## config.mk

```make
export PLATFORM = sky130hd
export DESIGN_NAME = mem_lsu
export DESIGN_NICKNAME = d
export VERILOG_FILES = /design/src/rtl/mem_lsu.sv
export SDC_FILE = /design/constraint.sdc
export NUM_CORES = 1
export LEC_CHECK = 0
export BUFFER_PORTS_ARGS = -buffer_cell sky130_fd_sc_hd__buf_2
export CAP_MARGIN = 0
export CORE_ASPECT_RATIO = 1.1
export CORE_UTILIZATION = 49
export DETAILED_ROUTE_END_ITERATION = 16
export HOLD_SLACK_MARGIN = 0.06
export PLACE_DENSITY = 0.91
export SLEW_MARGIN = 20
export SYNTH_ARGS = -nofsm -noshare
export SYNTH_HDL_FRONTEND = slang
export SYNTH_SLANG_ARGS = --single-unit
```

## constraint.sdc

```tcl
create_clock -name clk -period 2.1 [get_ports clk]
set_input_delay 0.105 -clock clk [delete_from_list [all_inputs] [get_ports clk]]
set_output_delay 0.105 -clock clk [all_outputs]
set_load 0.02 [all_outputs]
```

## src/rtl/mem_lsu.sv

```systemverilog
`default_nettype none
// ============================================================================
// Module      : mem_lsu
// Description : Load/store unit between the execute stage and the data RAM.
//               Accepts one load or store per request handshake and checks
//               its alignment. Stores are issued one byte lane per cycle
//               (byte in bits [7:0], one-hot lane mask). Loads read the whole
//               word once, then extract and sign-/zero-extend the field.
//               Every request ends with a single-cycle response pulse.
//
// Ports       : clk, reset        - clock, synchronous active-high reset
//               req_*_i / _o      - request handshake and captured fields
//               rsp_*_o           - one-cycle response (data / error)
//               mem_*_o / _i      - data-RAM port (en, addr, wdata, mask,
//                                   rdata)
//
// Revision    : 1.0 - initial release
// ============================================================================
module mem_lsu #(
    parameter int ADDR_WIDTH = 32,
    parameter int DATA_WIDTH = 32   // only 32 is supported
) (
    input  logic                  clk,
    input  logic                  reset,
    // request
    input  logic                  req_valid_i,
    output logic                  req_ready_o,
    input  logic                  req_we_i,
    input  logic [1:0]            req_size_i,
    input  logic                  req_unsigned_i,
    input  logic [ADDR_WIDTH-1:0] req_addr_i,
    input  logic [DATA_WIDTH-1:0] req_wdata_i,
    // response
    output logic                  rsp_valid_o,
    output logic [DATA_WIDTH-1:0] rsp_rdata_o,
    output logic                  rsp_err_o,
    // data RAM port
    output logic                  mem_en_o,
    output logic [ADDR_WIDTH-1:0] mem_addr_o,
    output logic [DATA_WIDTH-1:0] mem_wdata_o,
    output logic [3:0]            mem_wr_mask_o,
    input  logic [DATA_WIDTH-1:0] mem_rdata_i
);

    localparam logic [1:0] c_size_byte = 2'b00;
    localparam logic [1:0] c_size_half = 2'b01;
    localparam logic [1:0] c_size_word = 2'b10;

    typedef enum logic [2:0] {
        ST_IDLE    = 3'd0,
        ST_WR      = 3'd1,
        ST_RD      = 3'd2,
        ST_RD_WAIT = 3'd3,
        ST_RESP    = 3'd4
    } state_t;

    state_t                r_state;
    state_t                w_state_nxt;

    logic [ADDR_WIDTH-1:0] r_addr;
    logic [1:0]            r_size;
    logic                  r_we;
    logic                  r_unsigned;
    logic [DATA_WIDTH-1:0] r_wdata;
    logic                  r_err;
    logic [1:0]            r_beat;
    logic [DATA_WIDTH-1:0] r_rdata_word;

    logic                  w_accept;
    logic                  w_req_err;
    logic [1:0]            w_last_beat;
    logic [1:0]            w_lane;
    logic [1:0]            w_off;
    logic [7:0]            w_wr_byte;
    logic [7:0]            w_ld_byte;
    logic [15:0]           w_ld_half;
    logic [DATA_WIDTH-1:0] w_ld_ext;
    logic                  w_mem_en;

    assign req_ready_o = (r_state == ST_IDLE) && !reset;
    assign w_accept    = req_valid_i && req_ready_o;

    assign w_req_err = (req_size_i == 2'b11)
                     || ((req_size_i == c_size_half) && req_addr_i[0])
                     || ((req_size_i == c_size_word) && (req_addr_i[1:0] != 2'b00));

    // Index of the final write beat: k-1 for k = 1/2/4 beats.
    always_comb begin
        w_last_beat = 2'd3;
        case (r_size)
            c_size_byte: w_last_beat = 2'd0;
            c_size_half: w_last_beat = 2'd1;
            default:     w_last_beat = 2'd3;
        endcase
    end

    // Aligned accesses never carry past lane 3, so 2-bit wrap is harmless.
    assign w_lane    = r_addr[1:0] + r_beat;
    assign w_wr_byte = r_wdata[{r_beat, 3'b000} +: 8];

    // Load extraction; halves are 2-byte aligned, so offset bit 1 picks them.
    assign w_off     = r_addr[1:0];
    assign w_ld_byte = r_rdata_word[{w_off, 3'b000} +: 8];
    assign w_ld_half = r_rdata_word[{w_off[1], 4'b0000} +: 16];

    always_comb begin
        w_ld_ext = r_rdata_word;
        case (r_size)
            c_size_byte: w_ld_ext = {{24{~r_unsigned & w_ld_byte[7]}}, w_ld_byte};
            c_size_half: w_ld_ext = {{16{~r_unsigned & w_ld_half[15]}}, w_ld_half};
            default:     w_ld_ext = r_rdata_word;
        endcase
    end

    // State register and request capture.
    always_ff @(posedge clk) begin
        if (reset) begin
            r_state      <= ST_IDLE;
            r_addr       <= '0;
            r_size       <= 2'b00;
            r_we         <= 1'b0;
            r_unsigned   <= 1'b0;
            r_wdata      <= '0;
            r_err        <= 1'b0;
            r_beat       <= 2'd0;
            r_rdata_word <= '0;
        end else begin
            r_state <= w_state_nxt;
            if (w_accept) begin
                r_addr     <= req_addr_i;
                r_size     <= req_size_i;
                r_we       <= req_we_i;
                r_unsigned <= req_unsigned_i;
                r_wdata    <= req_wdata_i;
                r_err      <= w_req_err;
                r_beat     <= 2'd0;
            end else if (r_state == ST_WR) begin
                r_beat <= r_beat + 2'd1;
            end
            // Synchronous RAM: read word is valid during RD_WAIT.
            if (r_state == ST_RD_WAIT) begin
                r_rdata_word <= mem_rdata_i;
            end
        end
    end

    // Next-state logic.
    always_comb begin
        w_state_nxt = r_state;
        case (r_state)
            ST_IDLE: begin
                if (w_accept) begin
                    if (w_req_err)     w_state_nxt = ST_RESP;
                    else if (req_we_i) w_state_nxt = ST_WR;
                    else               w_state_nxt = ST_RD;
                end
            end
            ST_WR: begin
                if (r_beat == w_last_beat) w_state_nxt = ST_RESP;
            end
            ST_RD:      w_state_nxt = ST_RD_WAIT;
            ST_RD_WAIT: w_state_nxt = ST_RESP;
            ST_RESP:    w_state_nxt = ST_IDLE;
            default:    w_state_nxt = ST_IDLE;
        endcase
    end

    // Memory enable drops combinationally with reset, so a beat that is in
    // flight when reset arrives is never committed to the RAM.
    assign w_mem_en = ((r_state == ST_WR) || (r_state == ST_RD)) && !reset;

    // Outputs; all memory fields are zero whenever the RAM is not selected.
    always_comb begin
        mem_en_o      = w_mem_en;
        mem_addr_o    = '0;
        mem_wdata_o   = '0;
        mem_wr_mask_o = 4'b0000;
        rsp_valid_o   = 1'b0;
        rsp_err_o     = 1'b0;
        rsp_rdata_o   = '0;
        if (w_mem_en) begin
            mem_addr_o = {r_addr[ADDR_WIDTH-1:2], 2'b00};
            if (r_state == ST_WR) begin
                mem_wr_mask_o = 4'b0001 << w_lane;
                mem_wdata_o   = {{(DATA_WIDTH-8){1'b0}}, w_wr_byte};
            end
        end
        if (r_state == ST_RESP) begin
            rsp_valid_o = 1'b1;
            rsp_err_o   = r_err;
            if (!r_err && !r_we) rsp_rdata_o = w_ld_ext;
        end
    end

endmodule
`default_nettype wire

```

## Word-level counts from Yosys, hierarchy flattened

Index checks and enable logic that the tools add are counted.

- Input bits: 103
- Register bits: 106
- Output and inout port bits: 104
- Word-level logic and storage cells: 62

- Add/sub/neg operators: 2
- Equality and inequality tests: 11
- Bitwise operators: 3
- Shift-type cells: 4
- Muxes and demuxes: 16
- Reductions and logical operators: 17

Operators with widths:

| cell | number |
|---|---|
| $mux W32 | 3 |
| $pmux W32 S2 | 1 |
| $shiftx A32 B6 Y8 | 2 |
| $shiftx A32 B6 Y16 | 1 |
| $mux W8 | 2 |
| $pmux W3 S4 | 1 |
| $mux W3 | 3 |
| $mux W4 | 2 |
| $eq A3 B2 Y1 const B | 2 |
| $logic_and A1 B1 Y1 | 6 |
| $eq A2 B1 Y1 const B | 2 |
| $eq A2 B2 Y1 const B | 2 |
| $pmux W2 S2 | 1 |
| $shl A1 B2 Y4 const A | 1 |
| $eq A3 B1 Y1 const B | 1 |
| $eq A3 B3 Y1 const B | 1 |
| $logic_not A1 Y1 | 3 |
| $logic_not A3 Y1 | 1 |
| $logic_or A1 B1 Y1 | 3 |
| $add A2 B1 Y2 const B | 1 |
| $add A2 B2 Y2 | 1 |
| $and A1 B1 Y1 | 2 |
| $eq A2 B2 Y1 | 1 |
| $logic_not A2 Y1 | 1 |
| other kinds (8) | 9 |

## Logic depth before layout (Yosys ltp)

Gate-level depths: netlist (run 1).

- Depth in word-level cells: 7
- Mapped depth: 7

## Worst setup path before layout (run 1)

No wires, ideal clock.

- Path type: register to output
- Start point: reg r_state[0]
- End point: out rsp_rdata_o[21]
- Arrival: 1.726 ns
- Data required time: 1.995 ns
- Setup slack: 0.269 ns
- Stages on the path, launching flop included: 7
- Path through: dfxtp_1 -> clkbuf_2 -> or3b_4 -> nor3_4 -> o21ai_4 -> clkbuf_8 -> nor2_1

- Longest elaborated chain between the ends: 2

RTL lines:

| what | line | RTL |
|---|---|---|
| start: declaration | 57 | `state_t r_state;` |
| start signal: assignment | 128 | `r_state <= w_state_nxt;` |
| $eq A3 B3 Y1 | 188 | `if (r_state == ST_RESP) begin` |
| $mux W32 | 188 |  |
| end: declaration | 35 | `output logic [DATA_WIDTH-1:0] rsp_rdata_o,` |

No other way between the ends.

## Final worst setup path (run 1)

- Start point: reg r_state[0]
- End point: out rsp_rdata_o[28]

Same word-level chain as after synthesis.

==> results.yml, run 1 <==
sta:
  finalSetupTns_ns: 0
  finalSetupViolations: 0
  period_share: 0.995
  holdWs_ns: 0.0608
  rsz0062_at_grt: "yes"
  fmax_mhz: 478
  tightest_slew_ns: 0.738
  final-max-slew-violation-count: 0
  period_minus_slack_ns: 2.09
  relSlewSlack: 0.507
  hold_viol: 0
  skew_ns: 0.00494
critical_path:
  cp_max_fo: 16
  worstSetupPathType: "reg -> out"
  critPathArrivalTime_ns: 1.99
  required_ns: 2.00
  crit_path_start_kind: "register"
  end_kind: "output port"
global_route:
  grt_use_total: 0.302
  grt_pass1_vias: 5835
  grt_max_degree: 72
  overflow: 0
  antenna_found_initial: 1
  grt_first_pass_wirelength_mm: 26.9
clocking:
  cts_made_buffers: 9
  cts_buffer_depth: 2
  clock_sinks: 106
  cts_tree: "yes"
  htreeDepth: 3
  cts.clk_slew.worst_paths_ns: 0.07
  clk_latency_ns: 0.34
  cts_root_buf: "clkbuf_16"
floorplanning:
  core_sq_um: 10500
  ios: 207
  dieArea_sq_um: 11300
  die_y_microns: 112
  start_util: 0.509
  die_width_microns: 102
  rows: 39
routing:
  num_vias: 5890
  vias_per_cell: 5.37
  drc: 0
  first_iter_violations: 421
  avgRoutedWirePerCell_microns: 15.9
  wl_mm: 17.5
  ant_nets: 0
  dr.pass1.iters: 6
yosys:
  ys_ff_latch: 106
  synth-compound-area-share: 0.0981
  synth-xor-area-share: 0.0115
  syn_area_per_cell_sq_um: 7.81
  synth_top_family_by_area: "simple AND/OR/NAND/NOR gates"
  async_flop_share: 0
  synth_adder_area_share: 0.00234
  synth_ff_type: "dfxtp_1"
  synth_cell_types: 42
  synth-simple-area-share: 0.357
  synth.area.mux_share: 0.0524
  yosys_warnings: 0
  postSynthCellCount: 684
  synth_area_sq_um: 5350
  synth_edf_count: 0
  yosysSeqAreaShare: 0.397
job:
  drv_cap: 0
placed_design:
  portBuffers: 180
  placed_cell_area_sq_um: 6270
  gp_congestion: 0.923
  hpwl_mm: 10.2
pwr:
  leakage_nw: 3.66
  intPower_mw: 3.52
  power.density_nw_per_um2: 625
  ir_drop_v: 0.000531
  switching_share: 0.273
  p_switching_mw: 1.33
  power_frac_comb: 0.198
  seq_power_share: 0.460
  clockPowerShare: 0.343
final_layout:
  drive_above_1_share: 0.273
  fillCellCount: 699
  design_area_sq_um: 7760
  area_growth_pct: 45.1
  final_nets: 1051
run_status:
  outcome: "finished clean"
worst_hold_path:
  hold_path.class: "in -> reg"
routing by layer:
layer	part of all wire	vias to the layer above	GRT usage	wire [microns]
li1	-	2742	-	-
met1	0.37	2716	0.337	6510
met2	0.49	327	0.505	8490
met3	0.081	103	0.0760	1410
met4	0.060	2	0.197	1060
met5	0.00057	-	0	10
cells in the final DEF (no fill, tap or decap), drive strengths merged, types with 2 or more instances in the layout:
cell type and n:
mux4 8, o22ai 2, nand3b 68, clkinv 3
a221oi 7, conb 26, o21ai 4, or3 3
clkbuf 12, nand2 199, nor3b 3, and2 30
o311a 7, inv 5, nor3 13, dlygate4sd3 99
and3 2, xor2 3, buf 207, nand2b 9
xnor2 4, nor2 35, mux2i 10, o31ai 4
a21o 2, dfxtp 106, nor2b 15, a31oi 2
nand3 3, a21oi 53
kinds of logic after synthesis:
family,count (synthesis)
compound gates,83
mux,18
fa+ha+maj,1
buf+inv,84
xor+xnor,7
other cells,1
simple gates,384
flops,106
area by class of cell:
class / instances / area, sq um / share of cell area
Clock buffer: 12 / 236 / 0.0305
Tap cell: 143 / 179 / 0.0231
Clock inverter: 4 / 52.6 / 0.00678
Timing Repair Buffer: 306 / 2180 / 0.281
Antenna cell: 1 / 2.50 / 0.000323
Inverter: 5 / 18.8 / 0.00242
Sequential cell: 106 / 2130 / 0.275
Multi-Input combinational cell: 519 / 2950 / 0.381
synth_stat cells, drive strengths merged (3+ instances only):
master	number	area, sq um
or3	3	21.3
dfxtp	106	2120
nand3b	68	510
inv	5	18.8
nand2b	9	56.3
xor2	3	26.3
xnor2	4	35.0
o21ai	4	31.3
nor3	13	76.3
nor2	35	131
o31ai	4	30.0
nor3b	3	22.5
mux4	8	180
buf	34	233
o311a	7	78.8
a221oi	7	61.3
a21oi	53	265
mux2i	10	100
nand3	3	15.0
nand2	199	747
clkbuf	45	180
nor2b	15	93.8
and2	30	188
sequential cells by signal, indices dropped and copies added, names as in the netlist, 2 cells and up:
| name | cells |
|---|---|
| r_wdata | 32 |
| r_beat | 2 |
| r_addr | 32 |
| r_size | 2 |
| r_rdata_word | 32 |
| r_state | 3 |
worst max-delay path, stage by stage, from the launching register on:
cell and delay, ns:
dfxtp_4 0.37, or3b_4 0.42, nor3_4 0.16, buf_12 0.15, o21ai_4 0.06, buf_12 0.16, nor2_2 0.17, buf_6 0.14
power groups by stage:
stage	logic (mW)	registers, mW	clock network [mW]
floorplan	0.541	2.24	0
global placement	0.726	2.26	0
detailed placement	0.739	2.27	0
CTS	0.899	2.22	1.68
global route	1.04	2.24	1.75
finish	0.958	2.23	1.66
repair_timing:
item	CTS	global route
hold endpoints to repair	99	0
hold buffers	99	0
setup buffers	4	4
endpoints found under the setup margin	32	31
resized for setup	8	31
pin swaps	2	1
final timing paths:
check                  start  slack [ns]               to  depth (start not counted)
setup reg to reg  r_state[0]        0.58       r_addr[12]                          6
setup / recovery  r_state[0]        0.01  rsp_rdata_o[28]                          7
hold reg to reg    r_addr[8]        0.47        r_addr[8]                          2
hold / removal      req_we_i        0.06       r_state[0]                          3
per-stage QoR:
stage	total power, mW	util	cells	setup slack [ns]
floorplan	2.78	-	709	0.269
global placement	2.99	0.598	972	0.236
detailed placement	3.00	0.598	972	0.165
CTS	4.80	0.727	1091	0.00538
global route	5.03	0.739	1095	-0.0812
finish	4.85	0.739	1096	0.00997
(Power assumes the default switching activity.)
==> run 2: changes to the inputs <==
- ABC_AREA: unset -> 1
==> results.yml, run 2 <==
clocking:
  cts_buffer_depth: 2
  htreeDepth: 3
  cts_tree: "yes"
  cts_root_buf: "clkbuf_16"
  clock_sinks: 106
  clk_latency_ns: 0.35
  cts_made_buffers: 9
  cts.clk_slew.worst_paths_ns: 0.07
global_route:
  antenna_found_initial: 0
  grt_use_total: 0.324
  overflow: 0
  grt_max_degree: 65
  grt_pass1_vias: 6065
  grt_first_pass_wirelength_mm: 28.8
sta:
  tightest_slew_ns: 0.651
  hold_viol: 0
  finalSetupTns_ns: 0
  relSlewSlack: 0.566
  final-max-slew-violation-count: 0
  skew_ns: 0.00461
  period_share: 0.959
  finalSetupViolations: 0
  period_minus_slack_ns: 2.01
  rsz0062_at_grt: "yes"
  fmax_mhz: 496
yosys:
  syn_area_per_cell_sq_um: 6.90
  yosys_warnings: 0
  synth_adder_area_share: 0.00232
  ys_ff_latch: 106
  async_flop_share: 0
  synth-compound-area-share: 0.154
  synth-simple-area-share: 0.289
  synth_edf_count: 0
  synth_area_leaders: "dfxtp_1 39%, o21ai_0 8.5%, nor2_1 8.3%"
  synth.area.mux_share: 0
  synth-xor-area-share: 0.00789
  yosysTopAreaCell: "dfxtp_1"
  yosysSeqAreaShare: 0.394
  synth_ff_type: "dfxtp_1"
  synth_top_family_by_area: "simple AND/OR/NAND/NOR gates"
  synth_area_sq_um: 5390
  synth.most_common_cell: "nor2_1"
  synth_top_area_share: 0.394
  ys_top_cells_by_count: "119 x nor2_1, 106 x dfxtp_1, 104 x nand2_1"
  synth_cell_types: 34
  postSynthCellCount: 781
final_layout:
  largestRegisters: "r_addr x32, r_rdata_word x32, r_wdata x32"
  seq_area_sq_um: 2130
  fillCellCount: 743
  drive_above_1_share: 0.254
  mostFrequentLayoutCell: "buf_2"
  area_growth_pct: 40.0
  instances_no_fill: 1181
  layout_common_cells: "180 x buf_2, 118 x nor2_1, 104 x nand2_1"
  n_antenna_cell: 0
  multi_input_area_sq_um: 2580
  final_nets: 1137
pwr:
  power.density_nw_per_um2: 870
  leakage_nw: 3.72
  ir_drop_v: 0.000588
  power.total_mw: 6.57
critical_path:
  reg2reg_depth: 8
  critPathArrivalTime_ns: 1.91
  required_ns: 2.00
  cp_slowest_cell: "dfxtp_2"
  cp_max_fo: 11
  worstSetupPathType: "reg -> out"
  crit_top_cell: "a21oi_1"
  crit_path_start_kind: "register"
  critPathMaxStageDelay_ns: 0.51
  end_kind: "output port"
  path_cells: "clkinv_2 -> a21oi_1 -> o21ai_0 -> a21oi_1 -> buf_2"
placed_design:
  gp_congestion: 0.910
  portBuffers: 180
  hpwl_mm: 10.2
  placed_cells: 1068
routing:
  first_iter_violations: 405
  ant_nets: 0
  dr.pass1.iters: 7
  num_vias: 6293
  vias_per_cell: 5.33
  drc: 0
  avgRoutedWirePerCell_microns: 15.8
  wl_mm: 18.7
floorplanning:
  die_y_microns: 112
  ios: 207
  dieArea_sq_um: 11400
  rows: 39
  start_util: 0.512
  core_sq_um: 10500
  die_width_microns: 102
worst_hold_path:
  whs_path_depth: 3
  hold_path.class: "in -> reg"
job:
  drv_cap: 0
run_status:
  outcome: "finished clean"
[run 2: final cells by class]
class	count	area share
clock inverter	5	0.00911
inverter	96	0.0507
sequential	106	0.282
multi-input combinational	532	0.342
clock buffer	11	0.0335
timing repair buffer	288	0.260
tap	143	0.0237
[run 2: cell families (layout without fill, tap and decap cells)]
| logic type | count (synthesis) | in the layout |
|---|---|---|
| simple gates | 340 | 341 |
| buf+inv | 169 | 400 |
| compound gates | 160 | 160 |
| flops | 106 | 106 |
| xor+xnor | 4 | 4 |
| fa+ha+maj | 1 | 1 |
| other cells | 1 | 26 |
[run 2: worst paths after layout]
path / start / end / slack [ns]
max: r_beat[1] / mem_wdata_o[3] / 0.09
min: req_addr_i[1] / r_addr[1] / 0.06
max reg2reg: r_state[0] / r_wdata[26] / 0.35
min reg2reg: r_wdata[27] / r_wdata[27] / 0.47
[run 2: power by group]
group | switching [mW] | internal, mW | leakage, nW
Clock | 0.811 | 1.01 | 0.156
Sequential | 0.209 | 2.36 | 0.869
Combinational | 1.47 | 0.707 | 2.70
[run 2: routing by layer]
layer,wire length (microns),GRT usage,up-vias
li1,-,-,2926
met1,6930,0.367,2784
met2,8910,0.542,466
met3,1840,0.0785,117
met4,1010,0.198,0
met5,0,0,-
[run 2: metrics by stage]
stage / hold slack (ns) / utilization / area, sq um / worst slack, ns
final: 0.0560 / 0.716 / 7550 / 0.0851
after global routing: 0.0664 / 0.716 / 7550 / -0.00231
after CTS: 0.0606 / 0.709 / 7480 / 0.0430
after detailed placement: 0.333 / 0.589 / 6210 / 0.277
after global placement: 0.327 / 0.589 / 6210 / 0.296
after floorplan: 0.182 / - / 5490 / 0.537
[run 2: timing repair]
item	in CTS	in global routing
hold buffers	93	0
endpoints found under the hold margin	93	0
resized for setup	3	13
endpoints found under the setup margin	17	43
pin swaps	0	2
cloned	0	1
buffers inserted	0	3
[run 2: critical path, delay by kind of cell, from the launching register on]
kind	cells	cell delay, ns
buf+inv	2	0.46
flops	1	0.51
compound gates	3	0.59
